File: src/rtl/fp_arbiter_pkg.sv
// Shared constants and width helpers for the floating-point adder arbiter.
package fp_arbiter_pkg;

    localparam int unsigned STATS_CNT_W = 32;

    function automatic int unsigned fp_width(input int unsigned exp_w, input int unsigned frac_w);
        return 1 + exp_w + frac_w;
    endfunction

    function automatic int unsigned tag_width(input int unsigned num_req);
        return (num_req > 1) ? $clog2(num_req) : 1;
    endfunction

endpackage

File: src/rtl/fp_tag_fifo.sv
// Synchronous FIFO holding requester tags of operations issued to the adder.
module fp_tag_fifo #(
    parameter int unsigned WIDTH = 2,
    parameter int unsigned DEPTH = 8,
    localparam int unsigned CNT_W = $clog2(DEPTH + 1)
) (
    input  logic             clk_i,
    input  logic             rst_i,
    input  logic             push_i,
    input  logic [WIDTH-1:0] data_i,
    input  logic             pop_i,
    output logic [WIDTH-1:0] data_o,
    output logic             empty_o,
    output logic             full_o,
    output logic [CNT_W-1:0] count_o
);
    localparam int unsigned PTR_W = (DEPTH > 1) ? $clog2(DEPTH) : 1;

    logic [WIDTH-1:0] mem_q [DEPTH];
    logic [PTR_W-1:0] wr_ptr_q, wr_ptr_d, rd_ptr_q, rd_ptr_d;
    logic [CNT_W-1:0] count_q, count_d;
    logic             do_push, do_pop;

    always_comb begin
        do_push  = push_i && !full_o;
        do_pop   = pop_i && !empty_o;
        wr_ptr_d = wr_ptr_q;
        rd_ptr_d = rd_ptr_q;
        if (do_push) begin
            wr_ptr_d = (wr_ptr_q == PTR_W'(DEPTH - 1)) ? '0 : wr_ptr_q + PTR_W'(1);
        end
        if (do_pop) begin
            rd_ptr_d = (rd_ptr_q == PTR_W'(DEPTH - 1)) ? '0 : rd_ptr_q + PTR_W'(1);
        end
        count_d = count_q + CNT_W'(do_push) - CNT_W'(do_pop);
    end

    always_ff @(posedge clk_i) begin
        if (rst_i) begin
            wr_ptr_q <= '0;
            rd_ptr_q <= '0;
            count_q  <= '0;
        end else begin
            wr_ptr_q <= wr_ptr_d;
            rd_ptr_q <= rd_ptr_d;
            count_q  <= count_d;
        end
    end

    always_ff @(posedge clk_i) begin
        if (do_push) begin
            mem_q[wr_ptr_q] <= data_i;
        end
    end

    assign data_o  = mem_q[rd_ptr_q];
    assign empty_o = (count_q == '0);
    assign full_o  = (count_q == CNT_W'(DEPTH));
    assign count_o = count_q;

endmodule

File: src/rtl/floating_point_adder_arbiter.sv
// Round-robin arbiter sharing one pipelined FP adder; results are routed back via a tag FIFO.
// Optional per-requester grant and stall counters when FP_ADDER_ARB_STATS_EN is defined.
module floating_point_adder_arbiter
    import fp_arbiter_pkg::*;
#(
    parameter int unsigned EXP_WIDTH  = 8,
    parameter int unsigned FRAC_WIDTH = 23,
    parameter int unsigned NUM_REQ    = 4,
    parameter int unsigned TAG_DEPTH  = 8,
    localparam int unsigned FP_WIDTH  = fp_width(EXP_WIDTH, FRAC_WIDTH),
    localparam int unsigned CNT_W     = $clog2(TAG_DEPTH + 1)
) (
    input  logic                        clk_i,
    input  logic                        rst_i,
    input  logic [NUM_REQ-1:0]          req_valid_i,
    output logic [NUM_REQ-1:0]          req_ready_o,
    input  logic [NUM_REQ*FP_WIDTH-1:0] req_a_i,
    input  logic [NUM_REQ*FP_WIDTH-1:0] req_b_i,
    output logic [NUM_REQ-1:0]          rsp_valid_o,
    output logic [FP_WIDTH-1:0]         rsp_fp_o,
    output logic [FP_WIDTH-1:0]         add_a_o,
    output logic [FP_WIDTH-1:0]         add_b_o,
    output logic                        add_valid_o,
    input  logic [FP_WIDTH-1:0]         add_fp_i,
    input  logic                        add_valid_i,
    output logic [CNT_W-1:0]            in_flight_o,
    output logic                        error_o
`ifdef FP_ADDER_ARB_STATS_EN
    ,
    output logic [NUM_REQ*STATS_CNT_W-1:0] grant_cnt_o,
    output logic [STATS_CNT_W-1:0]         stall_cnt_o
`endif
);
    localparam int unsigned TAG_W = tag_width(NUM_REQ);

    logic [FP_WIDTH-1:0] req_a_arr [NUM_REQ];
    logic [FP_WIDTH-1:0] req_b_arr [NUM_REQ];

    for (genvar gi = 0; gi < NUM_REQ; gi++) begin : g_unpack
        assign req_a_arr[gi] = req_a_i[gi*FP_WIDTH +: FP_WIDTH];
        assign req_b_arr[gi] = req_b_i[gi*FP_WIDTH +: FP_WIDTH];
    end

    logic [TAG_W-1:0]    ptr_q, ptr_d, grant_idx, cand, tag_out;
    logic                grant_found, accept, pop, fifo_full, fifo_empty;
    logic [FP_WIDTH-1:0] add_a_q, add_a_d, add_b_q, add_b_d, rsp_fp_q, rsp_fp_d;
    logic                add_valid_q, add_valid_d, error_q, error_d;
    logic [NUM_REQ-1:0]  rsp_valid_q, rsp_valid_d;

    // First valid requester at or after ptr, with wrap-around.
    always_comb begin
        grant_found = 1'b0;
        grant_idx   = '0;
        cand        = '0;
        for (int unsigned i = 0; i < NUM_REQ; i++) begin
            cand = TAG_W'((32'(ptr_q) + i) % NUM_REQ);
            if (!grant_found && req_valid_i[cand]) begin
                grant_found = 1'b1;
                grant_idx   = cand;
            end
        end
        accept      = grant_found && !fifo_full && !rst_i;
        req_ready_o = accept ? (NUM_REQ'(1) << grant_idx) : '0;
        pop         = add_valid_i && !fifo_empty;
    end

    always_comb begin
        ptr_d       = ptr_q;
        add_a_d     = add_a_q;
        add_b_d     = add_b_q;
        add_valid_d = accept;
        if (accept) begin
            ptr_d   = (grant_idx == TAG_W'(NUM_REQ - 1)) ? '0 : grant_idx + TAG_W'(1);
            add_a_d = req_a_arr[grant_idx];
            add_b_d = req_b_arr[grant_idx];
        end
        rsp_valid_d = pop ? (NUM_REQ'(1) << tag_out) : '0;
        rsp_fp_d    = pop ? add_fp_i : rsp_fp_q;
        error_d     = error_q || (add_valid_i && fifo_empty);
    end

    always_ff @(posedge clk_i) begin
        if (rst_i) begin
            ptr_q       <= '0;
            add_a_q     <= '0;
            add_b_q     <= '0;
            add_valid_q <= 1'b0;
            rsp_valid_q <= '0;
            rsp_fp_q    <= '0;
            error_q     <= 1'b0;
        end else begin
            ptr_q       <= ptr_d;
            add_a_q     <= add_a_d;
            add_b_q     <= add_b_d;
            add_valid_q <= add_valid_d;
            rsp_valid_q <= rsp_valid_d;
            rsp_fp_q    <= rsp_fp_d;
            error_q     <= error_d;
        end
    end

    fp_tag_fifo #(
        .WIDTH (TAG_W),
        .DEPTH (TAG_DEPTH)
    ) u_tag_fifo (
        .clk_i   (clk_i),
        .rst_i   (rst_i),
        .push_i  (accept),
        .data_i  (grant_idx),
        .pop_i   (pop),
        .data_o  (tag_out),
        .empty_o (fifo_empty),
        .full_o  (fifo_full),
        .count_o (in_flight_o)
    );

    assign add_a_o     = add_a_q;
    assign add_b_o     = add_b_q;
    assign add_valid_o = add_valid_q;
    assign rsp_valid_o = rsp_valid_q;
    assign rsp_fp_o    = rsp_fp_q;
    assign error_o     = error_q;

`ifdef FP_ADDER_ARB_STATS_EN
    logic [NUM_REQ-1:0][STATS_CNT_W-1:0] grant_cnt_q, grant_cnt_d;
    logic [STATS_CNT_W-1:0]              stall_cnt_q, stall_cnt_d;

    always_comb begin
        grant_cnt_d = grant_cnt_q;
        stall_cnt_d = stall_cnt_q;
        if (accept && (grant_cnt_q[grant_idx] != '1)) begin
            grant_cnt_d[grant_idx] = grant_cnt_q[grant_idx] + STATS_CNT_W'(1);
        end
        if ((|req_valid_i) && !accept && (stall_cnt_q != '1)) begin
            stall_cnt_d = stall_cnt_q + STATS_CNT_W'(1);
        end
    end

    always_ff @(posedge clk_i) begin
        if (rst_i) begin
            grant_cnt_q <= '0;
            stall_cnt_q <= '0;
        end else begin
            grant_cnt_q <= grant_cnt_d;
            stall_cnt_q <= stall_cnt_d;
        end
    end

    assign grant_cnt_o = grant_cnt_q;
    assign stall_cnt_o = stall_cnt_q;
`endif

endmodule
File: config.mk
export PLATFORM = sky130hd
export DESIGN_NAME = floating_point_adder_arbiter
export DESIGN_NICKNAME = d
export VERILOG_FILES = /design/src/rtl/fp_arbiter_pkg.sv /design/src/rtl/fp_tag_fifo.sv /design/src/rtl/floating_point_adder_arbiter.sv
export SDC_FILE = /design/constraint.sdc
export NUM_CORES = 1
export LEC_CHECK = 0
export ABC_AREA = 1
export ABC_CLOCK_PERIOD_IN_PS = 5700
export BUFFER_PORTS_ARGS = -buffer_cell sky130_fd_sc_hd__buf_2
export CORE_AREA = 2 2 158 160
export CTS_BUF_LIST = sky130_fd_sc_hd__clkbuf_8
export DETAILED_ROUTE_END_ITERATION = 10
export DIE_AREA = 0 0 160 162
export HOLD_SLACK_MARGIN = 0.08
export SETUP_SLACK_MARGIN = 0.15
export SLEW_MARGIN = 30
export SYNTH_ARGS = -nofsm -noshare
export SYNTH_HDL_FRONTEND = slang
export SYNTH_SLANG_ARGS = --single-unit
File: constraint.sdc
create_clock -name clk_i -period 5.7 [get_ports clk_i]
set_input_delay 0.57 -clock clk_i [delete_from_list [all_inputs] [get_ports clk_i]]
set_output_delay 0.57 -clock clk_i [all_outputs]
set_load 0.1 [all_outputs]
### Word level (Yosys, flattened, before mapping)

Memory sizes are Yosys's and may differ from the RTL's. A register that Yosys moved wholly into a read port is not among the register bits.
Index checks and enable logic that the tools add are counted.

| operators by class | value |
|---|---|
| reductions and logical operators | 18 |
| shift-type cells | 2 |
| $add $sub $neg | 8 |
| bitwise logic cells | 2 |
| multiplexer cells | 30 |
| equality and inequality tests | 4 |
| divide/modulo/power cells | 0 |
| magnitude comparators | 5 |
| multipliers | 0 |

Operator list:

| operator | number |
|---|---|
| binary-select mux 32 bit (select 2 bit) | 2 |
| 2-to-1 mux 32 bit | 4 |
| < comparator 2 x 3 -> 1 bit, second input constant | 4 |
| 2-to-1 mux 3 bit | 4 |
| 2-to-1 mux 1 bit | 10 |
| 2-to-1 mux 2 bit | 5 |
| logical AND 1 bit | 9 |
| binary-select mux 1 bit (select 2 bit) | 4 |
| << shifter 1 x 2 -> 4 bit, first input constant | 2 |
| adder 3 x 1 -> 3 bit, second input constant | 2 |
| equality test 3 bit, second input constant | 2 |
| zero test 1 bit | 6 |
| adder 2 x 1 -> 2 bit, second input constant | 2 |
| adder 2 bit, second input constant | 2 |
| adder 4 x 1 -> 4 bit | 1 |
| equality test 4 bit, second input constant | 1 |
| zero test 4 bit | 1 |
| 2-to-1 mux 4 bit | 1 |
| subtractor 4 x 1 -> 4 bit | 1 |
| >= comparator 3 bit, second input constant | 1 |
| NOT 2 -> 3 bit | 1 |
| equality test 2 bit, second input constant | 1 |
| OR reduction 2 bit | 1 |
| logical OR 1 bit | 1 |
| NOT 1 bit | 1 |

| word-level totals | value |
|---|---|
| RAM bits | 16 |
| latch bits | 0 |
| memories kept | 1 |
| input bits | 295 |
| memory bits (read-only) | 0 |
| flip-flop bits (word level) | 114 |

Memory list:

| name | depth | bits a word | rd ports | clocked after memory_dff | write ports | line | source |
|---|---|---|---|---|---|---|---|
| u_tag_fifo.mem_q | 8 | 2 | 1 | 1 | 1 | fp_tag_fifo.sv:19 | `logic [WIDTH-1:0] mem_q [DEPTH];` |

### Logic depth before layout (Yosys ltp)

| depth | value |
|---|---|
| depth after elaboration | 17 |
| depth in mapped cells | 17 |
| depth with buffers taken out | 15 |

### By module

From an unflattened synthesis, not the netlist that was laid out.

| second synthesis, totals | value |
|---|---|
| cell total of the unflattened synthesis | 1304 |
| area, all modules | 7838.8 um^2 |

By module, submodules not included:

| module | area an instance (um^2) | instances | cells each |
|---|---|---|---|
| floating_point_adder_arbiter | 6402.4 | 1 | 1137 |
| fp_tag_fifo | 1436.4 | 1 | 167 |

### Worst setup path before layout

Ideal clock, no wire load.

| path | value |
|---|---|
| path type | input -> output |
| start point | input req_valid_i[3] |
| end point | output req_ready_o[3] |
| stages | 14 |
| arrival time | 3.136 ns |
| slack | 1.994 ns |
| cells stage by stage | inv_1 nand2_1 nand3_1 nand2_2 nor2_4 nand3_2 nand2_2 nand2_2 buf_6 buf_6 inv_1 ha_1 inv_1 nor2_1 |

| between the ends | value |
|---|---|
| elaborated cells on any way between the ends | 26 |
| those cells by class | shift (1); mux (17); reduce/logical (8) |

RTL lines:

| what | line | source |
|---|---|---|
| start: declaration | floating_point_adder_arbiter.sv:15 | `input logic [NUM_REQ-1:0] req_valid_i,` |
| binary-select mux 1 bit (select 2 bit) | floating_point_adder_arbiter.sv:57 | `if (!grant_found && req_valid_i[cand]) begin` |
| 2-to-1 mux 1 bit (implied by the code) | floating_point_adder_arbiter.sv:57 |  |
| 2-to-1 mux 1 bit | floating_point_adder_arbiter.sv:57 |  |
| zero test 1 bit | floating_point_adder_arbiter.sv:57 |  |
| logical AND 1 bit | floating_point_adder_arbiter.sv:57 |  |
| 2-to-1 mux 1 bit | floating_point_adder_arbiter.sv:57 |  |
| zero test 1 bit | floating_point_adder_arbiter.sv:57 |  |
| logical AND 1 bit | floating_point_adder_arbiter.sv:57 |  |
| 2-to-1 mux 1 bit | floating_point_adder_arbiter.sv:57 |  |
| zero test 1 bit | floating_point_adder_arbiter.sv:57 |  |
| logical AND 1 bit | floating_point_adder_arbiter.sv:57 |  |
| 2-to-1 mux 2 bit (*) | floating_point_adder_arbiter.sv:57 |  |
| named net grant_idx[0] | floating_point_adder_arbiter.sv:44 | `logic [TAG_W-1:0] ptr_q, ptr_d, grant_idx, cand, tag_out;` |
| << shifter 1 x 2 -> 4 bit (*) | floating_point_adder_arbiter.sv:63 | `req_ready_o = accept ? (NUM_REQ'(1) << grant_idx) : '0;` |
| 2-to-1 mux 4 bit (*) | floating_point_adder_arbiter.sv:63 |  |
| end: declaration | floating_point_adder_arbiter.sv:16 | `output logic [NUM_REQ-1:0] req_ready_o,` |

The timed path passes the listed nets; every way through them passes the cells marked *. The select of a mux whose other input is x is not followed.

### Worst setup path in the final report

| path | value |
|---|---|
| start point | register ptr_q[0] |
| end point | output req_ready_o[3] |

| between the ends | value |
|---|---|
| elaborated cells on any way between the ends | 29 |
| those cells by class | add/sub (3); shift (1); mux (17); reduce/logical (8) |

RTL lines:

| what | line | source |
|---|---|---|
| start: declaration | floating_point_adder_arbiter.sv:44 |  |
| start signal: assignment | floating_point_adder_arbiter.sv:92 | `ptr_q <= ptr_d;` |
| branches (longest 11 deep; another with adder 2 x 1 -> 2 bit) | -- |  |
| 2-to-1 mux 2 bit (*) | floating_point_adder_arbiter.sv:57 |  |
| named net grant_idx[0] | floating_point_adder_arbiter.sv:44 |  |
| << shifter 1 x 2 -> 4 bit (*) | floating_point_adder_arbiter.sv:63 |  |
| 2-to-1 mux 4 bit (*) | floating_point_adder_arbiter.sv:63 |  |

Mark *: on every way through the listed nets, which the timed path passes. The select of a mux whose other input is x is not followed.

==> flow_metrics.tcl <==
set metrics [dict create \
    die_area_mm2 0.0259 \
    cts_hold_buf 0 \
    syn_nets 1451 \
    dpl.hpwl_mm 20.2 \
    cts-buffers-inserted 17 \
    critPathMaxFanout 60 \
    drv_cap 0 \
    synth_common_cells "360 x nand3_1, 266 x nand2_1, 117 x dfxtp_1" \
    ff2ff_setup_slack_ps 2110 \
    status "finished, final reports clean" \
    synthesis.area_mm2 0.00762 \
    worst-r2r-cell-count 15 \
    relSlewSlack_pct 37.4 \
    cp_cell_sequence "inv_2 -> nand2_1 -> nand2_2 -> nand2_1 -> nand2_1 -> nor2_4 -> nand3_2 -> nand2_4 -> nand2_4 -> inv_1 -> ha_1 -> inv_1 -> nor2_1 -> buf_2" \
    fin_crit_ps 4490 \
    pin_count 405 \
    fillerInstances 2666 \
    r2r-start "ptr_q[0]" \
    wirelength_mm 28.3 \
    cp-endpoint "req_ready_o[3]" \
    grt_pass1_wl_mm 43.6 \
    area_growth_pct 31.3 \
    final-seq-area_mm2 0.00282 \
    start_util_pct 31.6 \
    setup_tns_ps 0 \
    yosysSeqAreaShare_pct 37.1 \
    rows 57 \
    hp-class "in2reg" \
    yosysWarningCount 0 \
    wire_per_inst_um 15.5 \
    cp-startpoint "ptr_q[0]" \
    r2r-end "u_tag_fifo.count_o[3]" \
    overflow 0 \
    syn-instance-count 1141 \
    synth_area_leaders "dfxtp_1 31%, nand3_1 24%, nand2_1 13%" \
    fp.dieH_um 162 \
    via_per_inst 4.90 \
    grt_max_degree 90 \
    grt_pass1_vias 8407 \
    clk_pin_slew_worst_paths_ps 100 \
    rsz0062_at_grt "false" \
    synthDistinctLibCells 31 \
    max_freq_mhz 223 \
    async_flop_share_pct 0 \
    synthFlopType "dfxtp_1" \
    clock_sinks 133 \
    antenna_found_initial 3 \
    drive_gt1_share_pct 30.7 \
    crit_top_cell "nand2_1" \
    syn_avg_cell_area_um2 6.68 \
    dr.pass1.iters 5 \
    crit_buf_inv 4 \
    synth_edf_count 16 \
    grt_usage_pct 21.1 \
    finalCritPeriodShare_pct 78.8 \
    yosys_register_bits 133 \
    die_w_um 160 \
    postCtsSetupBuffers 0 \
    endpoint_kind "primary output" \
    cp.depth 14 \
    multi_input_area_mm2 0.00396 \
    ant_nets 0 \
    finClkSkew_ps 24.2 \
    start_kind "register" \
    cts_tree "done" \
    maxSlewViolCount 0 \
    cts.repair.resized 0 \
    clock_latency_ps 450 \
    final-setup-viol-count 0 \
    num_vias 8910 \
    drc_errors 0 \
    layout.nets 1790 \
    crit_type "reg2out" \
    gp_congestion 0.874 \
    worst_pin_slew_ps 939 \
    cp_slowest_cell "dfxtp_1" \
    io_buffers 404 \
    dr.first_iter.drc_count 602 \
    hold_viol 0 \
    cpPeakStageDelay_ps 580 \
    htreeDepth 4 \
    yosys.area.top_type "dfxtp_1" \
    clk_path_buf_depth 2 \
    cpLargestDelayFamily "simple AND/OR/NAND/NOR gates" \
    critPathArrivalTime_ps 3920 \
    yosysMostFrequentCell "nand3_1" \
    required_ps 5130 \
    coreArea_mm2 0.0241 \
    yosys.area.top_type_share_pct 30.7 \
    root_buffer "clkbuf_8" \
]
[registers in the layout, indices dropped and copies added (netlist names), named ones only]
name	count
add_b_o	32
rsp_valid_o	4
add_a_o	32
rsp_fp_o	32
error_o	1
ptr_q	2
u_tag_fifo.wr_ptr_q	3
u_tag_fifo.count_o	4
add_valid_o	1
u_tag_fifo.rd_ptr_q	3
u_tag_fifo.mem_q	16
[routing by layer]
layer  part of all wire [%]  GRT usage [%]
met4                    1.8           5.32
met3                    8.2           6.66
met2                     50           38.6
met5                  0.025              0
met1                     39           23.9
[cell type report]
class                           count  share of cell area (%)
Inverter                           83                    3.13
Clock buffer                       17                    2.34
Antenna cell                        2                  0.0500
Timing Repair Buffer              412                    20.8
Clock inverter                     15                    1.76
Sequential cell                   133                    28.2
Multi-Input combinational cell    833                    39.6
Tap cell                          324                    4.05
[kinds of logic after synthesis]
group / share of synthesized area [%]
adders and majority gates: 2.56
AOI/OAI and AO/OA: 4.39
xor gates and xnor gates: 0.115
buffers and inverters: 11.3
and+or+nand+nor: 44.5
DFF: 37.1
muxes: 0.131
[cell usage in the layout, fill, tap and decap left out, drive strengths merged]
master and n:
mux2i 1, a31oi 1, o31ai 1, edfxtp 16
o32ai 3, dfxtp 117, nand4 2, ha 14
buf 412, nand3b 18, nand3 361, bufinv 1
a22oi 1, xor2 1, clkbuf 17, a211oi 1
nand2 271, o211a 2, clkinv 5, fa 1
a21oi 5, diode 2, o221ai 1, inv 91
nor2 104, clkinvlp 1, o21ai 45
[worst min-delay path by stage]
stage / cells past startpoint / slack (ps) / endpoint / startpoint
after CTS: 3 / 330 / rsp_fp_o[17] / add_fp_i[17]
after global routing: 3 / 340 / rsp_fp_o[13] / add_fp_i[13]
after global placement: 2 / 440 / error_o / error_o
final: 3 / 370 / rsp_fp_o[17] / add_fp_i[17]
after detailed placement: 2 / 440 / error_o / error_o
after floorplan: 2 / 480 / register / u_tag_fifo.rd_ptr_q[1]
[through the flow]
step / hold slack (ps) / worst slack, ps / area [um2] / cells / util [%]
finish: 369 / 1210 / 10000 / 1819 / 41.5
global route: 342 / 870 / 10000 / 1817 / 41.5
CTS: 332 / 1190 / 10000 / 1817 / 41.5
detailed placement: 444 / 1690 / 9590 / 1785 / 39.8
global placement: 440 / 1830 / 9580 / 1785 / 39.8
floorplan: 482 / 1990 / 7620 / 1141 / -
[worst reg2reg max path: stages, from the launching register on]
cell and delay, ps:
dfxtp_1 580, inv_2 160, nand2_1 110, nand2_2 90
nand2_1 100, nand2_1 90, nor2_4 130, nand3b_1 130
nand2_4 640, inv_2 540, ha_1 370, inv_1 80
nor2_1 50, a211oi_1 220, o21ai_0 110, a21oi_1 140
Power is not shown: default switching activity piles up to over one toggle a cycle in this logic, so the estimate is an artifact.
